**src/rtl/mpu_store.sv**
```systemverilog
// Drains one matrix register into a row-major valid/ready element stream, with ack/error completion pulses.
// Optional MPU_STORE_CHECKSUM_EN adds a running XOR checksum of every accepted element.
module mpu_store #(
  parameter int FP              = 32,
  parameter int M               = 4,
  parameter int N               = 4,
  parameter int MBITS           = $clog2(M),
  parameter int NBITS           = $clog2(N),
  parameter int MATRIX_REG_SIZE = 2
) (
  input  logic                              clk,
  input  logic                              rst,
  input  logic                              en,
  input  logic [MATRIX_REG_SIZE-1:0]        store_addr,
  output logic [MATRIX_REG_SIZE-1:0]        reg_store_addr,
  input  logic [M-1:0][N-1:0][FP-1:0]       reg_matrix_in,
  input  logic [MBITS:0]                    reg_m_in,
  input  logic [NBITS:0]                    reg_n_in,
  output logic [FP-1:0]                     element,
  output logic                              element_valid,
  input  logic                              element_ready,
  output logic [MBITS:0]                    matrix_m_size,
  output logic [NBITS:0]                    matrix_n_size,
  output logic                              busy,
  output logic                              ack,
  output logic                              error
`ifdef MPU_STORE_CHECKSUM_EN
  ,
  output logic [FP-1:0]                     checksum
`endif
);

  typedef enum logic [2:0] {IDLE, FETCH, CHECK, STREAM, DONE, ERR} state_t;

  localparam logic [MBITS:0] M_MAX = (MBITS+1)'(M);
  localparam logic [NBITS:0] N_MAX = (NBITS+1)'(N);
  localparam logic [MBITS:0] M_ONE = (MBITS+1)'(1);
  localparam logic [NBITS:0] N_ONE = (NBITS+1)'(1);

  state_t                        state_q, state_d;
  logic [M-1:0][N-1:0][FP-1:0]   snap_q;
  logic [MBITS-1:0]              row_q, row_nx;
  logic [NBITS-1:0]              col_q, col_nx;
  logic                          hs, last_col, last, bad_dims;

  assign hs       = element_valid && element_ready;
  assign last_col = {1'b0, col_q} == (matrix_n_size - N_ONE);
  assign last     = last_col && ({1'b0, row_q} == (matrix_m_size - M_ONE));
  assign bad_dims = (reg_m_in == '0) || (reg_n_in == '0) ||
                    (reg_m_in > M_MAX) || (reg_n_in > N_MAX);

  assign busy  = state_q != IDLE;
  assign ack   = (state_q == DONE) || (state_q == ERR);
  assign error = state_q == ERR;

  always_comb begin
    row_nx = row_q;
    col_nx = col_q + NBITS'(1);
    if (last_col) begin
      col_nx = '0;
      row_nx = row_q + MBITS'(1);
    end
  end

  always_ff @(posedge clk) begin
    if (rst) state_q <= IDLE;
    else     state_q <= state_d;
  end

  always_comb begin
    state_d = state_q;
    case (state_q)
      IDLE:    if (en) state_d = FETCH;
      FETCH:   state_d = CHECK;
      CHECK:   state_d = bad_dims ? ERR : STREAM;
      STREAM:  if (hs && last) state_d = DONE;
      DONE:    state_d = IDLE;
      ERR:     state_d = IDLE;
      default: state_d = IDLE;
    endcase
  end

  // element/element_valid are registered; the first STREAM cycle loads the
  // head element, after which each handshake preloads the next one.
  always_ff @(posedge clk) begin
    if (rst) begin
      reg_store_addr <= '0;
      snap_q         <= '0;
      matrix_m_size  <= '0;
      matrix_n_size  <= '0;
      row_q          <= '0;
      col_q          <= '0;
      element        <= '0;
      element_valid  <= 1'b0;
`ifdef MPU_STORE_CHECKSUM_EN
      checksum       <= '0;
`endif
    end else begin
      case (state_q)
        IDLE: if (en) reg_store_addr <= store_addr;
        CHECK: begin
          snap_q        <= reg_matrix_in;
          matrix_m_size <= reg_m_in;
          matrix_n_size <= reg_n_in;
          row_q         <= '0;
          col_q         <= '0;
`ifdef MPU_STORE_CHECKSUM_EN
          checksum      <= '0;
`endif
        end
        STREAM: begin
          if (!element_valid) begin
            element       <= snap_q[row_q][col_q];
            element_valid <= 1'b1;
          end else if (hs) begin
`ifdef MPU_STORE_CHECKSUM_EN
            checksum <= checksum ^ element;
`endif
            if (last) begin
              element_valid <= 1'b0;
            end else begin
              row_q   <= row_nx;
              col_q   <= col_nx;
              element <= snap_q[row_nx][col_nx];
            end
          end
        end
        default: ;
      endcase
    end
  end

endmodule
```
**config.mk**
```make
export PLATFORM = sky130hd
export DESIGN_NAME = mpu_store
export DESIGN_NICKNAME = d
export VERILOG_FILES = /design/src/rtl/mpu_store.sv
export SDC_FILE = /design/constraint.sdc
export NUM_CORES = 2
export LEC_CHECK = 0
export CORE_MARGIN = 1.5
export CORE_UTILIZATION = 50
export CTS_CLUSTER_SIZE = 12
export DETAILED_ROUTE_END_ITERATION = 16
export PLACE_DENSITY = 0.89
export RECOVER_POWER = 100
export SLEW_MARGIN = 30
export SYNTH_ARGS = -nofsm -noshare
export SYNTH_HDL_FRONTEND = slang
export SYNTH_SLANG_ARGS = --single-unit
```
**constraint.sdc**
```tcl
create_clock -name clk -period 8.3 [get_ports clk]
set_input_delay 0.83 -clock clk [delete_from_list [all_inputs] [get_ports clk]]
set_output_delay 0.83 -clock clk [all_outputs]
set_load 0.01 [all_outputs]
```
== Yosys cells after proc, flatten, opt, wreduce, memory -nomap -nowiden ==
Index checks and enable logic that the tools add are counted.

* $add $sub $neg: 4
* Multiplexer cells: 28
* Equal/unequal tests: 14
* Order comparisons: 6
* Reduce and logical (&&, ||, !) cells: 16

{| class="wikitable"
|+ Operators by type and width
! operator !! count
|-
| 128-bit binary-select mux with 2-bit select || 2
|-
| 128-bit two-way mux || 2
|-
| 32-bit two-way mux || 5
|-
| 32-bit binary-select mux with 2-bit select || 2
|-
| 2-bit two-way mux || 8
|-
| 2-bit by 3-bit less-than comparator with 1-bit output (second input constant) || 4
|-
| 2-bit != test (second input constant) || 6
|-
| 3-bit one-hot mux with 4 select lines || 1
|-
| 3-bit logical NOT || 3
|-
| 3-bit two-way mux || 3
|-
| 2-bit one-hot mux with 2 select lines || 2
|-
| 2-bit by 3-bit == test with 1-bit output || 2
|-
| 3-bit by 2-bit == test with 1-bit output (second input constant) || 2
|-
| 3-bit == test (second input constant) || 2
|-
| 3-bit > comparator (second input constant) || 2
|-
| 3-bit by 1-bit subtractor with 3-bit output (second input constant) || 2
|-
| 2-bit by 1-bit adder with 2-bit output (second input constant) || 2
|-
| 1-bit logical OR || 4
|-
| 2-bit AND reduction || 2
|-
| 4-bit AND reduction || 1
|-
| 3-bit by 1-bit == test with 1-bit output (second input constant) || 1
|-
| 1-bit logical AND || 3
|-
| 1-bit two-way mux || 3
|-
| 3-bit AND reduction || 1
|-
| other kinds (3) || 3
|}

* Word-level logic and storage cells: 92
* Register bits after elaboration: 560
* Output and inout bits: 44

== Longest topological paths before layout ==
* Word-level depth: 10
* Gate-level depth with buffers: 13
* Mapped depth without buffers: 9

== Worst setup path before layout ==
Ideal clock, no wire load.

* Path type: reg-to-reg
* Start: register matrix_n_size[0]
* End: register element[24]
* Period minus slack after synthesis: 3,035 ps
* Cell stages (with the launch flop): 12
* Setup time: 122 ps
* Arrival time: 2,913 ps
* Required time: 8,178 ps
* Setup slack: 5,265 ps
* Path through: dfxtp_1 > buf_2 > inv_1 > ha_1 > xnor2_4 > nor3_4 > buf_4 > buf_6 > mux4_2 > a2111oi_0 > nor4_1 > a221o_1

* Cells in the longest elaborated chain, start to end: 10
* Elaborated cells on any way between the ends: 14
* Classes of those cells: 1 x add/sub; 2 x eq/ne; 9 x mux; 2 x reduce/logical

{| class="wikitable"
|+ Ends and longest elaborated chain
! what !! line !! text
|-
| start, declared || 23 || <nowiki>output logic [NBITS:0] matrix_n_size,</nowiki>
|-
| start signal, assigned || 104 || <nowiki>matrix_n_size <= reg_n_in;</nowiki>
|-
| 3-bit by 1-bit subtractor with 3-bit output (*) || 47 || <nowiki>assign last_col = {1'b0, col_q} == (matrix_n_size - N_ONE);</nowiki>
|-
| 2-bit by 3-bit == test with 1-bit output (*) || 47 ||
|-
| 2-bit two-way mux || 59 || <nowiki>if (last_col) begin</nowiki>
|-
| 128-bit binary-select mux with 2-bit select || 124 || <nowiki>element <= snap_q[row_nx][col_nx];</nowiki>
|-
| 128-bit two-way mux (not written as such) || 124 ||
|-
| 32-bit binary-select mux with 2-bit select || 124 ||
|-
| 32-bit two-way mux (not written as such) || 124 ||
|-
| 32-bit two-way mux || 119 || <nowiki>if (last) begin</nowiki>
|-
| 32-bit two-way mux || 115 || <nowiki>end else if (hs) begin</nowiki>
|-
| 32-bit two-way mux || 112 || <nowiki>if (!element_valid) begin</nowiki>
|-
| end signal, assigned || 113 || <nowiki>element <= snap_q[row_q][col_q];</nowiki>
|-
| end signal, assigned || 124 ||
|-
| end, declared || 19 || <nowiki>output logic [FP-1:0] element,</nowiki>
|}

Every way passes the cells marked *; elsewhere a longest branch is shown, timed or not. The select of a mux whose other input is x is not followed.
A chain may end at the register's enable or synchronous reset.

== Worst setup path after layout ==
* Start: input port rst
* End: register snap_q[313] (netlist bit)

{| class="wikitable"
|+ RTL lines
! what !! line !! text
|-
| start, declared || 12 || <nowiki>input logic rst,</nowiki>
|-
| end signal, assigned || 102 || <nowiki>snap_q <= reg_matrix_in;</nowiki>
|-
| end, declared || 41 || <nowiki>logic [M-1:0][N-1:0][FP-1:0] snap_q;</nowiki>
|}

No word-level cell between the ends.

==> results <==
- The worst setup path startpoint is rst.
- The area growth from synthesis to layout is 26.4%.
- Setup repair after global routing left no endpoint under its margin.
- The part of the total power dissipated in the clock network is about two fifths.
- The startpoint type of the worst setup path is an input port.
- The internal portion of the total power is a little under 5 mW.
- The timing-limited maximum frequency is between 150 and 200 MHz.
- In the finished design, the share of the clock period the worst path needs comes to 71.3%.
- The width of the die is 244 microns.
- The number of global-route vias before repair is 27600.
- The register bit total from synthesis is 560.
- The worst reg2reg path startpoint is matrix_n_size[0]$_SDFFE_PP0P_.
- The routing usage on met1 is a little under half.
- The synthesized netlist devotes ~18% of its cell area to simple gates.
- The average instance in the mapped netlist occupies slightly above 8 sq um.
- The number of design-rule violations left by the first detailed-router iteration is 3639.
- The vertical extent of the die is 244 microns.
- Summing the areas of all fa, ha and maj instances in the mapped netlist gives less than 1% of the synthesized area.
- Combinational cells account for between 10 and 15% of the total power.
- The final reports fail on capacitance limit, slew limit.
- The portion of total power attributed to sequential cells is around 46%.
- With fillers left out, the area of the finished cells amounts to about 0.037 sq mm.
- The die covers around 0.060 sq mm.
- The total placed instance area is between 0.03 and 0.04 sq mm.
- The initial utilization of the core area, before any placement, comes to between 50% and 60%.
- The peak ir drop on the vdd network is 0.166 mV.
- The H-tree generated during clock tree synthesis spans 2 levels.
- The total area inside the core boundary comes to between 0.05 and 0.06 sq mm.
- The detailed-route vias per instance is between 6 and 7.
- The total of cells resized after clock tree synthesis is 0.
- Buffers inserted to repair hold after CTS numbered 0.
- The number of antenna violations at the first check in global routing is 18.
- The post-route netlist has under 10% of its cells at a drive strength greater than 1.
- Setup violations remaining at the end of the flow were counted as 0.
- During placement, the flow inserted port buffers numbering 567.
- Summed over all nets, the switching power comes to roughly 1.7 mW.
- The sum of net half-perimeters after detailed placement is 86100 microns.
- After Yosys synthesis, XOR and XNOR cells account for 0.597% of the synthesized area.
- Global routing finished with a remaining overflow of 0.
- Summed over all failing endpoints, the final setup total negative slack is 0 ns.
- The clock passes through at most 3 buffers.
- The critical path capture point type is a register.
- The total leakage power is about 12 nW.
- The number of enable-type register cells in the synthesized netlist is 0.
- The portion of synthesized area spent on multiplexers is between 15 and 20%.
- The register-to-register path setup slack is ~2.5 ns.
- The routed design could run at a clock period as short as ~5.9 ns.
- Headroom to the max-slew limit came out at -206%.
- Detailed routing inserted a total of 29900 vias.
- The clock latency on the worst-skew pair is about 0.65 ns.
- The maximum number of pins on one net before global-route repair is 232.
- Counting buffers and inverters, the worst setup path is 3 cells deep.
- The busiest layer in global routing is met2.
- The number of search-and-repair iterations in the first detailed-routing pass is 9.
- The path class of the lowest-slack min-delay path is reg -> reg.
- The number of maximum-capacitance constraint violations is 6.
- The most used flip-flop cell after synthesis is dfxtp_1.
- After synthesis the cells add up to around 0.029 sq mm.
- The clock net in this run drives a total of between 500 and 600 sinks.
- The data arrival time at the worst-slack endpoint is about 6.2 ns.
- The cell occurring most often along the worst timing path is clkbuf_2.
- The required time of the critical path is around 8.6 ns.
- The synthesized instance count is 3534.
- The largest fanout on the critical path is around 220.
- The flow ran to the end, but the final reports show violations.
- The switching portion of total power is approximately a quarter.
- The routability congestion estimate is about 1.
- TritonCTS created between 50 and 60 clock buffers.
- The number of max-slew violations in the final report is slightly above 900.
- The length in cells of the worst reg-to-reg path is 9.
- In this design, the stage delay of the slowest critical-path cell is about 3.3 ns.
- The floorplan has between 80 and 90 rows.
- By area, the combinational part of the netlist is dominated by compound AO/OA/AOI/OAI gates.
- The met3 track utilization from global routing is a little under a tenth.
- At the pin with the least slew margin, the transition time is 4.59 ns.
- Of all flip-flops after synthesis, the portion carrying an async set or reset was 0%.
- The post-route clock skew is between 0.03 and 0.04 ns.
- In this run the remaining antenna-violating nets after routing total 0.
- The startpoint-to-endpoint class of the critical path is in -> reg.
- The first global-routing pass estimated 174000 microns of wire.
- The final layout contains between 4000 and 5000 nets.
- On the critical path, the stage with the largest delay is an instance of clkbuf_2.
- Traced cell by cell, the critical path runs through clkbuf_2, clkbuf_2, a21oi_1.
- The CTS clock-pin slew for the worst setup and hold paths is 0.06 ns.
- After detailed routing, the total wire length is 120000 microns.
- Global routing used about two fifths of the available tracks across all layers.
- Counting every net in the synthesized netlist gives just over 4000.
- The warning count from the yosys run is 0.
- Once the clock tree was built, the setup fixing pass inserted 0 buffers.
- In this run the clock root is driven by a clkbuf_16.
- The buffering stage count on the worst path with inverters included is 2.
- Pin placement for this block handled between 500 and 600 I/O pins.
- The sequential cell area fraction in the yosys report is around two fifths.
- The clock tree from TritonCTS is built.
- The count of cell types in the netlist is 64.
- The number of hold violations in the final report came to 0.
- The synthesized netlist devotes between 15 and 20% of its cell area to compound gates.
- The critical path's top delay family is buffers and inverters.
- The routed wire length per instance is 25.6 microns.
- After detailed routing, the number of remaining DRC violations is 0.
- Following the worst setup path forward leads to its endpoint at snap_q[313]$_SDFFE_PP0P_.
- The worst register-to-register path ends at element[27]$_SDFFE_PP0P_.
- The global routing usage on met2 is approximately 62%.
- The ratio of total power to cell area is roughly 180 mW/mm^2.
cells in the mapped netlist, types with 11 or more instances:
library cell,n,area [sq um]
a221oi_1,61,534
and2_1,15,93.8
nor2_1,39,146
buf_2,64,320
nor4_1,14,87.6
a211oi_1,18,135
mux4_2,162,3650
nor3_1,18,90.1
nand2_1,1171,4400
dfxtp_1,560,11200
mux2i_1,145,1450
o21ai_0,58,290
clkbuf_1,220,826
buf_1,28,105
a2111oi_0,11,96.3
a31oi_1,16,100
a22oi_1,22,165
nand3_1,20,100
o22ai_1,23,144
inv_1,24,90.1
o211ai_1,21,158
mux2_2,25,282
o21ai_1,17,85.1
a21oi_1,618,3090
o221ai_1,34,298
stage by stage:
stage | hold slack [ns] | util (%) | power [mW] | instances | setup slack, ns
4_1_cts | 0.452 | 63.9 | 6.51 | 4671 | 3.81
6_report | 0.454 | 63.9 | 6.53 | 4689 | 2.38
3_5_place_dp | 0.443 | 60.5 | 3.83 | 4576 | 3.84
3_3_place_gp | 0.440 | 60.5 | 3.81 | 4576 | 3.90
5_1_grt | 0.474 | 63.9 | 6.71 | 4684 | 2.07
2_1_floorplan | 0.433 | - | 3.36 | 3534 | 5.27
flip-flops by register name, indices dropped and copies added (netlist names):
signal,cells
matrix_n_size,3
element,32
state_q,3
row_q,2
reg_store_addr,2
matrix_m_size,3
snap_q,512
col_q,2
element_valid,1
worst min path at each step:
stage | startpoint | endpoint | slack [ns] | cells past startpoint
after detailed placement | element[4]$_SDFFE_PP0P_ | element[4]$_SDFFE_PP0P_ | 0.44 | 2
after floorplan | snap_q[439]$_SDFFE_PP0P_ | snap_q[439]$_SDFFE_PP0P_ | 0.43 | 2
after global placement | snap_q[106]$_SDFFE_PP0P_ | snap_q[106]$_SDFFE_PP0P_ | 0.44 | 2
after global routing | snap_q[162]$_SDFFE_PP0P_ | snap_q[162]$_SDFFE_PP0P_ | 0.47 | 2
after CTS | element[4]$_SDFFE_PP0P_ | element[4]$_SDFFE_PP0P_ | 0.45 | 2
final | snap_q[496]$_SDFFE_PP0P_ | snap_q[496]$_SDFFE_PP0P_ | 0.45 | 2
worst register-to-register path, cell delays in order (launching register included):
cell and delay (ns):
dfxtp_1 0.66, inv_1 0.10, ha_1 0.27, xnor2_1 0.49, nand3_1 1.89, buf_4 1.02
a22oi_1 0.76, o221ai_1 0.21, a21oi_1 0.21, a221o_1 0.17
cell type report:
cell class                      instances  area (sq um)
Timing Repair Buffer                  600          6010
Clock inverter                         15           260
Sequential cell                       560         11200
Tap cell                              765           957
Clock buffer                           80          1680
Fill cell                            4668         20800
Antenna cell                           15          37.5
Inverter                               24          91.3
Multi-Input combinational cell       2630         16500
cell usage in the layout, fill, tap and decap left out, types with 8 or more instances in the layout:
master and instances:
mux2_2 25, a31oi_1 15, and2_1 13, clkdlybuf4s50_1 523, a22oi_1 22, clkbuf_16 61, inv_1 23, diode_2 15
o221ai_1 34, a221o_1 10, nor3_1 18, nor2_1 37, clkbuf_8 8, o211ai_1 21, dlygate4sd3_1 43, o22ai_1 23
o21ai_0 66, a21oi_1 618, o2111ai_1 9, mux4_2 162, a311oi_1 8, nand2_1 1170, mux2i_1 145, a211oi_1 19
o21ai_1 9, nor4_1 11, a221oi_1 61, dfxtp_1 556, nand3_1 21, clkbuf_1 12, a2111oi_0 11, buf_4 20
cells by family (layout without fill, tap and decap cells):
kind of cell               after synthesis  count (layout)
buffers and inverters                  344             719
and+or+nand+nor                       1312            1312
AOI/OAI and AO/OA                      971             971
muxes                                  332             332
other                                    0              15
adders and majority gates                2               2
xor gates and xnor gates                13              13
DFF                                    560             560
routing by layer:
metal / up-vias / share of wire [%]
li1: 13200 / -
met1: 14100 / 35
met2: 2043 / 45
met3: 561 / 11
met4: 6 / 8.7
met5: - / 0.025
power by group through the flow:
stage / Combinational, mW / Clock [mW] / Sequential, mW
floorplan: 0.414 / 0 / 2.95
global placement: 0.795 / 0 / 3.02
detailed placement: 0.804 / 0 / 3.02
CTS: 0.811 / 2.74 / 2.96
global route: 0.882 / 2.85 / 2.98
finish: 0.823 / 2.73 / 2.98
Power figures use the tool's default switching activity.
